$ cat src/rtl/hazard_ctrl.sv
// hazard_ctrl: operand forwarding, load-use/branch stalls and multi-cycle EX occupancy control.
// Optional macro HAZARD_BRANCH_FWD_EN enables decode-stage branch operand forwarding.
module hazard_ctrl #(
  parameter int unsigned REG_BITS = 4,
  parameter int unsigned MUL_LAT  = 3,
  parameter int unsigned CNT_BITS = 16
) (
  input  logic                clk,
  input  logic                rst_n,
  input  logic [REG_BITS-1:0] rs_d,
  input  logic [REG_BITS-1:0] rt_d,
  input  logic                uses_rs_d,
  input  logic                uses_rt_d,
  input  logic                branch_d,
  input  logic                branch_taken_d,
  input  logic [REG_BITS-1:0] rs_e,
  input  logic [REG_BITS-1:0] rt_e,
  input  logic [REG_BITS-1:0] dst_e,
  input  logic                reg_wren_e,
  input  logic                mem_to_reg_e,
  input  logic                multi_e,
  input  logic [REG_BITS-1:0] dst_m,
  input  logic [REG_BITS-1:0] dst_w,
  input  logic                reg_wren_m,
  input  logic                mem_to_reg_m,
  input  logic                reg_wren_w,
  output logic                stall_f,
  output logic                stall_d,
  output logic                stall_e,
  output logic                flush_d,
  output logic                flush_e,
  output logic                flush_m,
  output logic [1:0]          fwd_a_e,
  output logic [1:0]          fwd_b_e,
  output logic [1:0]          fwd_a_d,
  output logic [1:0]          fwd_b_d,
  output logic                busy,
  output logic [CNT_BITS-1:0] stall_cnt
);

  localparam int unsigned MCNT_BITS = (MUL_LAT > 2) ? $clog2(MUL_LAT - 1) : 1;
  localparam logic [MCNT_BITS-1:0] MCNT_INIT = MCNT_BITS'((MUL_LAT > 1) ? MUL_LAT - 2 : 0);
  localparam bit CAN_BUSY = (MUL_LAT > 1);

  typedef enum logic {RUN, MBUSY} stateT;

  stateT                state;
  logic [MCNT_BITS-1:0] mcnt;
  logic                 mdone;

  function automatic logic writes(input logic wren, input logic [REG_BITS-1:0] dst,
                                  input logic [REG_BITS-1:0] r);
    return wren && (dst == r) && (r != '0);
  endfunction

  // MEM result is younger than WB, so it wins
  function automatic logic [1:0] fwdSel(input logic mHit, input logic wHit);
    return mHit ? 2'b01 : (wHit ? 2'b10 : 2'b00);
  endfunction

  logic eHitRs, eHitRt, mHitRs, mHitRt, wHitRs, wHitRt;
  logic baseDepRs, baseDepRt, depRs, depRt;
  logic loadUse, branchDep;

  assign fwd_a_e = fwdSel(writes(reg_wren_m, dst_m, rs_e), writes(reg_wren_w, dst_w, rs_e));
  assign fwd_b_e = fwdSel(writes(reg_wren_m, dst_m, rt_e), writes(reg_wren_w, dst_w, rt_e));

  assign eHitRs = writes(reg_wren_e, dst_e, rs_d);
  assign eHitRt = writes(reg_wren_e, dst_e, rt_d);
  assign mHitRs = writes(reg_wren_m, dst_m, rs_d);
  assign mHitRt = writes(reg_wren_m, dst_m, rt_d);
  assign wHitRs = writes(reg_wren_w, dst_w, rs_d);
  assign wHitRt = writes(reg_wren_w, dst_w, rt_d);

  assign baseDepRs = eHitRs | (mem_to_reg_m & mHitRs);
  assign baseDepRt = eHitRt | (mem_to_reg_m & mHitRt);

`ifdef HAZARD_BRANCH_FWD_EN
  assign depRs   = baseDepRs;
  assign depRt   = baseDepRt;
  assign fwd_a_d = branch_d ? fwdSel(mHitRs, wHitRs) : 2'b00;
  assign fwd_b_d = branch_d ? fwdSel(mHitRt, wHitRt) : 2'b00;
`else
  // without decode forwarding the branch waits until the value reaches the register file
  assign depRs   = baseDepRs | mHitRs | wHitRs;
  assign depRt   = baseDepRt | mHitRt | wHitRt;
  assign fwd_a_d = 2'b00;
  assign fwd_b_d = 2'b00;
`endif

  assign loadUse   = mem_to_reg_e & ((uses_rs_d & eHitRs) | (uses_rt_d & eHitRt));
  assign branchDep = branch_d & ((uses_rs_d & depRs) | (uses_rt_d & depRt));

  // mdone masks re-entry on the cycle the finished op is still in EX
  always_ff @(posedge clk or negedge rst_n) begin
    if (!rst_n) begin
      state <= RUN;
      mcnt  <= '0;
      mdone <= 1'b0;
    end else begin
      case (state)
        RUN: begin
          mdone <= 1'b0;
          if (CAN_BUSY && multi_e && !mdone) begin
            state <= MBUSY;
            mcnt  <= MCNT_INIT;
          end
        end
        MBUSY: begin
          if (mcnt == '0) begin
            state <= RUN;
            mdone <= 1'b1;
          end else begin
            mcnt <= mcnt - MCNT_BITS'(1);
          end
        end
      endcase
    end
  end

  always_comb begin
    busy    = 1'b0;
    stall_f = 1'b0;
    stall_d = 1'b0;
    stall_e = 1'b0;
    flush_d = 1'b0;
    flush_e = 1'b0;
    flush_m = 1'b0;
    if (rst_n) begin
      if (state == MBUSY) begin
        busy    = 1'b1;
        stall_f = 1'b1;
        stall_d = 1'b1;
        stall_e = 1'b1;
        flush_m = 1'b1;
      end else if (loadUse || branchDep) begin
        stall_f = 1'b1;
        stall_d = 1'b1;
        flush_e = 1'b1;
      end else begin
        flush_d = branch_taken_d;
      end
    end
  end

  always_ff @(posedge clk or negedge rst_n) begin
    if (!rst_n) begin
      stall_cnt <= '0;
    end else if (stall_d && (stall_cnt != '1)) begin
      stall_cnt <= stall_cnt + CNT_BITS'(1);
    end
  end

endmodule

$ cat config.mk
export PLATFORM = sky130hd
export DESIGN_NAME = hazard_ctrl
export DESIGN_NICKNAME = d
export VERILOG_FILES = /design/src/rtl/hazard_ctrl.sv
export SDC_FILE = /design/constraint.sdc
export NUM_CORES = 1
export LEC_CHECK = 0
export CORE_ASPECT_RATIO = 1.5
export CORE_MARGIN = 4
export CORE_UTILIZATION = 35
export CTS_CLUSTER_SIZE = 24
export DETAILED_ROUTE_END_ITERATION = 16
export PLACE_DENSITY = 0.7
export SLEW_MARGIN = 20
export SYNTH_ARGS = -nofsm -noshare
export SYNTH_HDL_FRONTEND = slang
export SYNTH_SLANG_ARGS = --single-unit
$ cat constraint.sdc
create_clock -name clk -period 5.2 [get_ports clk]
set_input_delay 1.04 -clock clk [delete_from_list [all_inputs] [get_ports clk]]
set_output_delay 1.04 -clock clk [all_outputs]
set_load 0.05 [all_outputs]
== Word level (Yosys, flattened, before mapping) ==
Index checks and enable logic that the tools add are counted.

* Output and inout port bits: 31
* Word-level logic and storage cells: 86
* Flip-flop bits (word level): 19
* Input bits: 40

* Mux-type cells: 22
* Equality and inequality tests: 13
* Bitwise logic cells: 17
* $add $sub $neg: 2
* Reduce and logical (&&, ||, !) cells: 28

{| class="wikitable"
|+ Operators by type and width
! operator !! number
|-
| 4-bit equality test || 10
|-
| 1-bit logical AND || 22
|-
| 16-bit by 1-bit adder with 16-bit output (second input constant) || 1
|-
| 16-bit inequality test (second input constant) || 1
|-
| 4-bit nonzero test || 4
|-
| 1-bit 2-to-1 mux || 15
|-
| 1-bit bitwise AND || 8
|-
| 2-bit 2-to-1 mux || 4
|-
| 1-bit OR || 8
|-
| 1-bit one-hot mux with 2 select lines || 3
|-
| 2-bit inequality test (second input constant) || 2
|-
| 1-bit zero test || 1
|-
| 1-bit logical OR || 1
|-
| 1-bit NOT || 1
|-
| 1-bit subtractor (second input constant) || 1
|}

== Longest topological paths before layout ==
* Depth after elaboration: 15
* Mapped depth: 10
* Mapped depth without buffers: 8

== Least setup slack after synthesis ==
Ideal clock, no wire load.

* Path type: in2out
* Start: in dst_m[0]
* End: out flush_e
* Buffers on the path: 1
* Data required time: 4160 ps
* Setup slack: 1122 ps
* Data arrival time: 3038 ps
* Stages: 7
* Cell sequence: clkbuf_1 -> xor2_1 -> nor4_1 -> o21ai_0 -> nand3b_1 -> a22oi_1 -> nor3b_1

* Word-level cells in the longest chain between the ends: 14
* Elaborated cells on any way between the ends: 22
* Those cells by class: eq/ne: 2; mux: 3; bitwise: 12; reduce/logical: 5

{| class="wikitable"
|+ RTL lines
! item !! RTL line !! text
|-
| start, declared || 22 || <nowiki>input logic [REG_BITS-1:0] dst_m,</nowiki>
|-
| 4-bit equality test || 53 || <nowiki>return wren && (dst == r) && (r != '0);</nowiki>
|-
| 1-bit logical AND (2 in series) || 53 ||
|-
| 1-bit bitwise AND (on tied branches) || 75, 76 ||
|-
| 1-bit OR (on tied branches) || 75, 76 ||
|-
| 1-bit OR (on tied branches) (2 in series) || 85, 86 ||
|-
| 1-bit bitwise AND || 92 || <nowiki>assign branchDep = branch_d & ((uses_rs_d & depRs) | (uses_rt_d & depRt));</nowiki>
|-
| 1-bit OR * || 92 ||
|-
| 1-bit bitwise AND * || 92 ||
|-
| 1-bit logical OR * || 136 || <nowiki>end else if (loadUse || branchDep) begin</nowiki>
|-
| 1-bit 2-to-1 mux * || 136 ||
|-
| 1-bit 2-to-1 mux * || 130 || <nowiki>if (state == MBUSY) begin</nowiki>
|-
| 1-bit 2-to-1 mux * || 129 || <nowiki>if (rst_n) begin</nowiki>
|-
| end, declared || 31 || <nowiki>output logic flush_e,</nowiki>
|}

Every way passes the cells marked *; elsewhere a longest branch is shown, timed or not.

== Final worst setup path ==
* Start: in rt_d[0]
* End: out flush_d

* Word-level cells in the longest chain between the ends: 14
* Elaborated cells on any way between the ends: 24
* Those cells by class: eq/ne: 3; mux: 3; bitwise: 10; reduce/logical: 8

{| class="wikitable"
|+ RTL lines
! item !! RTL line !! text
|-
| start, declared || 11 || <nowiki>input logic [REG_BITS-1:0] rt_d,</nowiki>
|-
| 4-bit equality test || 53 ||
|-
| 1-bit logical AND (2 in series) || 53 ||
|-
| 1-bit bitwise AND || 76 || <nowiki>assign baseDepRt = eHitRt | (mem_to_reg_m & mHitRt);</nowiki>
|-
| 1-bit OR || 76 ||
|-
| 1-bit OR (2 in series) || 86 || <nowiki>assign depRt = baseDepRt | mHitRt | wHitRt;</nowiki>
|-
| 1-bit bitwise AND || 92 ||
|-
| 1-bit OR || 92 ||
|-
| 1-bit bitwise AND || 92 ||
|-
| 1-bit logical OR * || 136 ||
|-
| 1-bit 2-to-1 mux * || 136 ||
|-
| 1-bit 2-to-1 mux * || 130 ||
|-
| 1-bit 2-to-1 mux * || 129 ||
|-
| end, declared || 30 || <nowiki>output logic flush_d,</nowiki>
|}

Marks and branches as above.

==> impl_results.md <==
* Synth Area in Compound Gates at ~7.5%
* Most common cell after layout, fill and taps aside: clkdlybuf4s50_1
* Worst-margin pin slew at roughly 0.6 ns
* Post-CTS Setup Repair Bufs at 0
* Crit-path max FO at 4
* Worst EP required at between 4 and 5 ns
* Number of global-route vias before repair at 1458
* CTS tree: yes
* Largest net degree at the start of global routing at 17
* Grt ovf at 0
* Pwr dens at a little under 300 mW/mm²
* HPWL after DPL at ~3500 µm
* Top cells by area, synth: dfrtp_1 (31%), xor2_1 (14%), xnor2_1 (13%), nor3_1 (5.6%), buf_4 (3.4%)
* Status: finished clean
* Setup_tns at 0 ns
* CP Buf/Inv Count at 2
* Area growth, synth to finish at 45.2%
* #FFs+latches synth at 19
* Global placement routability congestion at 0.861
* Share of the synthesized area in the top cell type at 31.2%
* Initial Util at a little over a third
* TritonCTS Buffers at 3
* Final period util at 92.3%
* Dpl cells at 279
* H-tree depth at 1
* Clk buf depth at 2
* R2r setup slk at between 2 and 3 ns
* First DRT Iteration DRCs at 43
* Worst Reg-to-Reg Cells at 6
* PortBufs at 65
* Most frequent cells in the layout: clkdlybuf4s50_1 (65), xor2_1 (25), xnor2_1 (22)
* Worst Setup Path Type: primary input to output port
* Rel. slew slack at 59.6%
* Num ports at 71
* Post-Synth Simple-Gate Area at a little under a quarter
* DIE AREA at 0.00550 mm²
* Syn Area/Cell at 8.61 µm²
* Seq/Total Area, Yosys at 31.2%
* Mux contribution to synthesized area at between 1 and 1.5%
* Die Span Y at ~90 µm
* Maxcap violations at 0
* EDFF count, synth at 0
* Final hold violations at 0
* Worst VDD drop at between 200 and 300 µV
* Via/cell ratio at about 5.1
* First-pass GRT wire length at between 6000 and 7000 µm
* Cell repeated most along the worst path: clkdlybuf4s50_1
* CP Cell Sequence: clkdlybuf4s50_1, o41a_1, nand3_1, nor4_1, a31o_1, nand3b_1, a22oi_1, and4_1, clkdlybuf4s50_1
* Fin cells at approximately 280
* Worst-skew pair later-pin latency at 0.25 ns
* RSZ-0062 raised after global routing: false
* Hold Crit Class: register to register
* Post-cts resize count at 0
* FP Rows at 29
* Total Wirelength at between 4000 and 5000 µm
* Distinct cell type count after synthesis at 33
* Top_reg_cell synth: dfrtp_1
* Clk sink count at 19
* Number of inserted diodes at 0
* Max Clk Rate at 208 MHz
* Die X at between 60 and 70 µm
* Worst-path clk slew at about 0.07 ns
* Routing usage on met1 at between 10% and 20%
* Clock root buffer: clkbuf_8
* Global route hottest layer: met2
* DRC violations left at 0
* Layout cells sized above 1 at approximately 2.5%
* Synthesized cell area at around 0.0015 mm²
* Global routing usage on met2 at 29.5%
* Async S/R FF share, synth at between 90% and 100%
* Final setup violation count at 0
* Adder-Cell Fraction of Synth Area at 0.821%
* Critical path's top delay family: buffers and inverters
* Slew Viols, Final at 0
* DRT Pass-1 Iters at 4
* Wire length per cell at 14.9 µm
* Worst path max stage delay at 0.80 ns
* Via count at 1457
* Synth area leader: dfrtp_1
* Syn Inst Count at between 150 and 200
* Worst EP arrival at 3.76 ns
* Hold path depth at 1
* Core area at 0.00421 mm²
* Largest family of logic cells by synthesized area: XOR/XNOR gates
* Leakage at approximately 0.91 nW
* Final net count at ~280
* Initial antenna violation count at 0
* Kind of start point of the critical path: primary input
* Final ANT Viol Nets at 0
* Critical path depth at 9
* Hold-fix buffers at CTS at 0
* GRT Total Usage at ~16%
* Max Clock Skew at 0.00156 ns
* Slowest CP cell: clkdlybuf4s50_1
* Met3 GRT Util at under 10%
* Xor and xnor area share after synthesis at 27.0%
* Period minus WS final at ~4.8 ns
* Synth Warn # at 0
* Crit end category: output port
-- worst reg2reg max path: cells and delay by family (launching register included) --
family | cells | cell delay, ns
muxes | 1 | 0.35
DFF | 1 | 0.42
and+or+nand+nor | 5 | 1.33
-- through the flow --
step / power [mW] / util, % / hold WS (ns) / cell area [µm²] / setup WS (ns)
after global placement: 0.536 / 51.5 / 0.464 / 2170 / 0.396
after detailed placement: 0.540 / 51.5 / 0.471 / 2170 / 0.399
after global routing: 0.683 / 52.6 / 0.516 / 2210 / 0.261
after floorplan: 0.429 / - / 0.443 / 1540 / 1.12
after CTS: 0.643 / 52.6 / 0.481 / 2210 / 0.387
final: 0.638 / 52.6 / 0.477 / 2210 / 0.401
-- worst paths after layout --
kind / to / startpoint
min: mdone / mcnt
max: flush_d / rt_d[0]
min reg2reg: mdone / mcnt
min in group asynchronous: mcnt / rst_n
max in group asynchronous: stall_cnt[2] / rst_n
max reg2reg: stall_cnt[1] / stall_cnt[3]
-- state kept, by name, summed over array words and instances (netlist names) --
register	count
stall_cnt	16
mcnt	1
mdone	1
state	1
-- cell families after synthesis --
| group | count (synthesis) |
|---|---|
| and+or+nand+nor | 67 |
| xor gates and xnor gates | 47 |
| buffers and inverters | 23 |
| DFF | 19 |
| AOI/OAI and AO/OA | 17 |
| muxes | 2 |
| adders and majority gates | 1 |
| other | 1 |
-- power breakdown --
part | total (mW) | internal [mW] | leakage, nW | switching (mW)
Combinational | 0.323 | 0.125 | 0.655 | 0.198
Sequential | 0.212 | 0.177 | 0.232 | 0.0352
Clock | 0.103 | 0.0545 | 0.0228 | 0.0481
Total | 0.638 | 0.356 | 0.910 | 0.282
-- cell type report --
type | count | area [µm²]
fill | 433 | 2000
timing repair buffer | 66 | 658
sequential | 19 | 475
multi-input combinational | 138 | 940
tap | 46 | 57.6
clock buffer | 4 | 45.0
inverter | 10 | 37.5
-- layer usage --
metal / routed length [µm] / part of all wire (%)
met5: 0 / 0
met1: 1680 / 40
met2: 2120 / 50
met4: 46 / 1.1
met3: 375 / 8.9
-- cell usage after synthesis (all sizes together), types with 4 or more instances --
cell type / number
xnor2: 22
xor2: 25
nand3: 10
inv: 10
a21oi: 6
o21ai: 4
and3: 4
nor2: 8
clkbuf: 5
buf: 8
nand2: 9
nor4: 6
nand4: 6
nor3: 17
dfrtp: 19
Power figures use the tool's default switching activity.
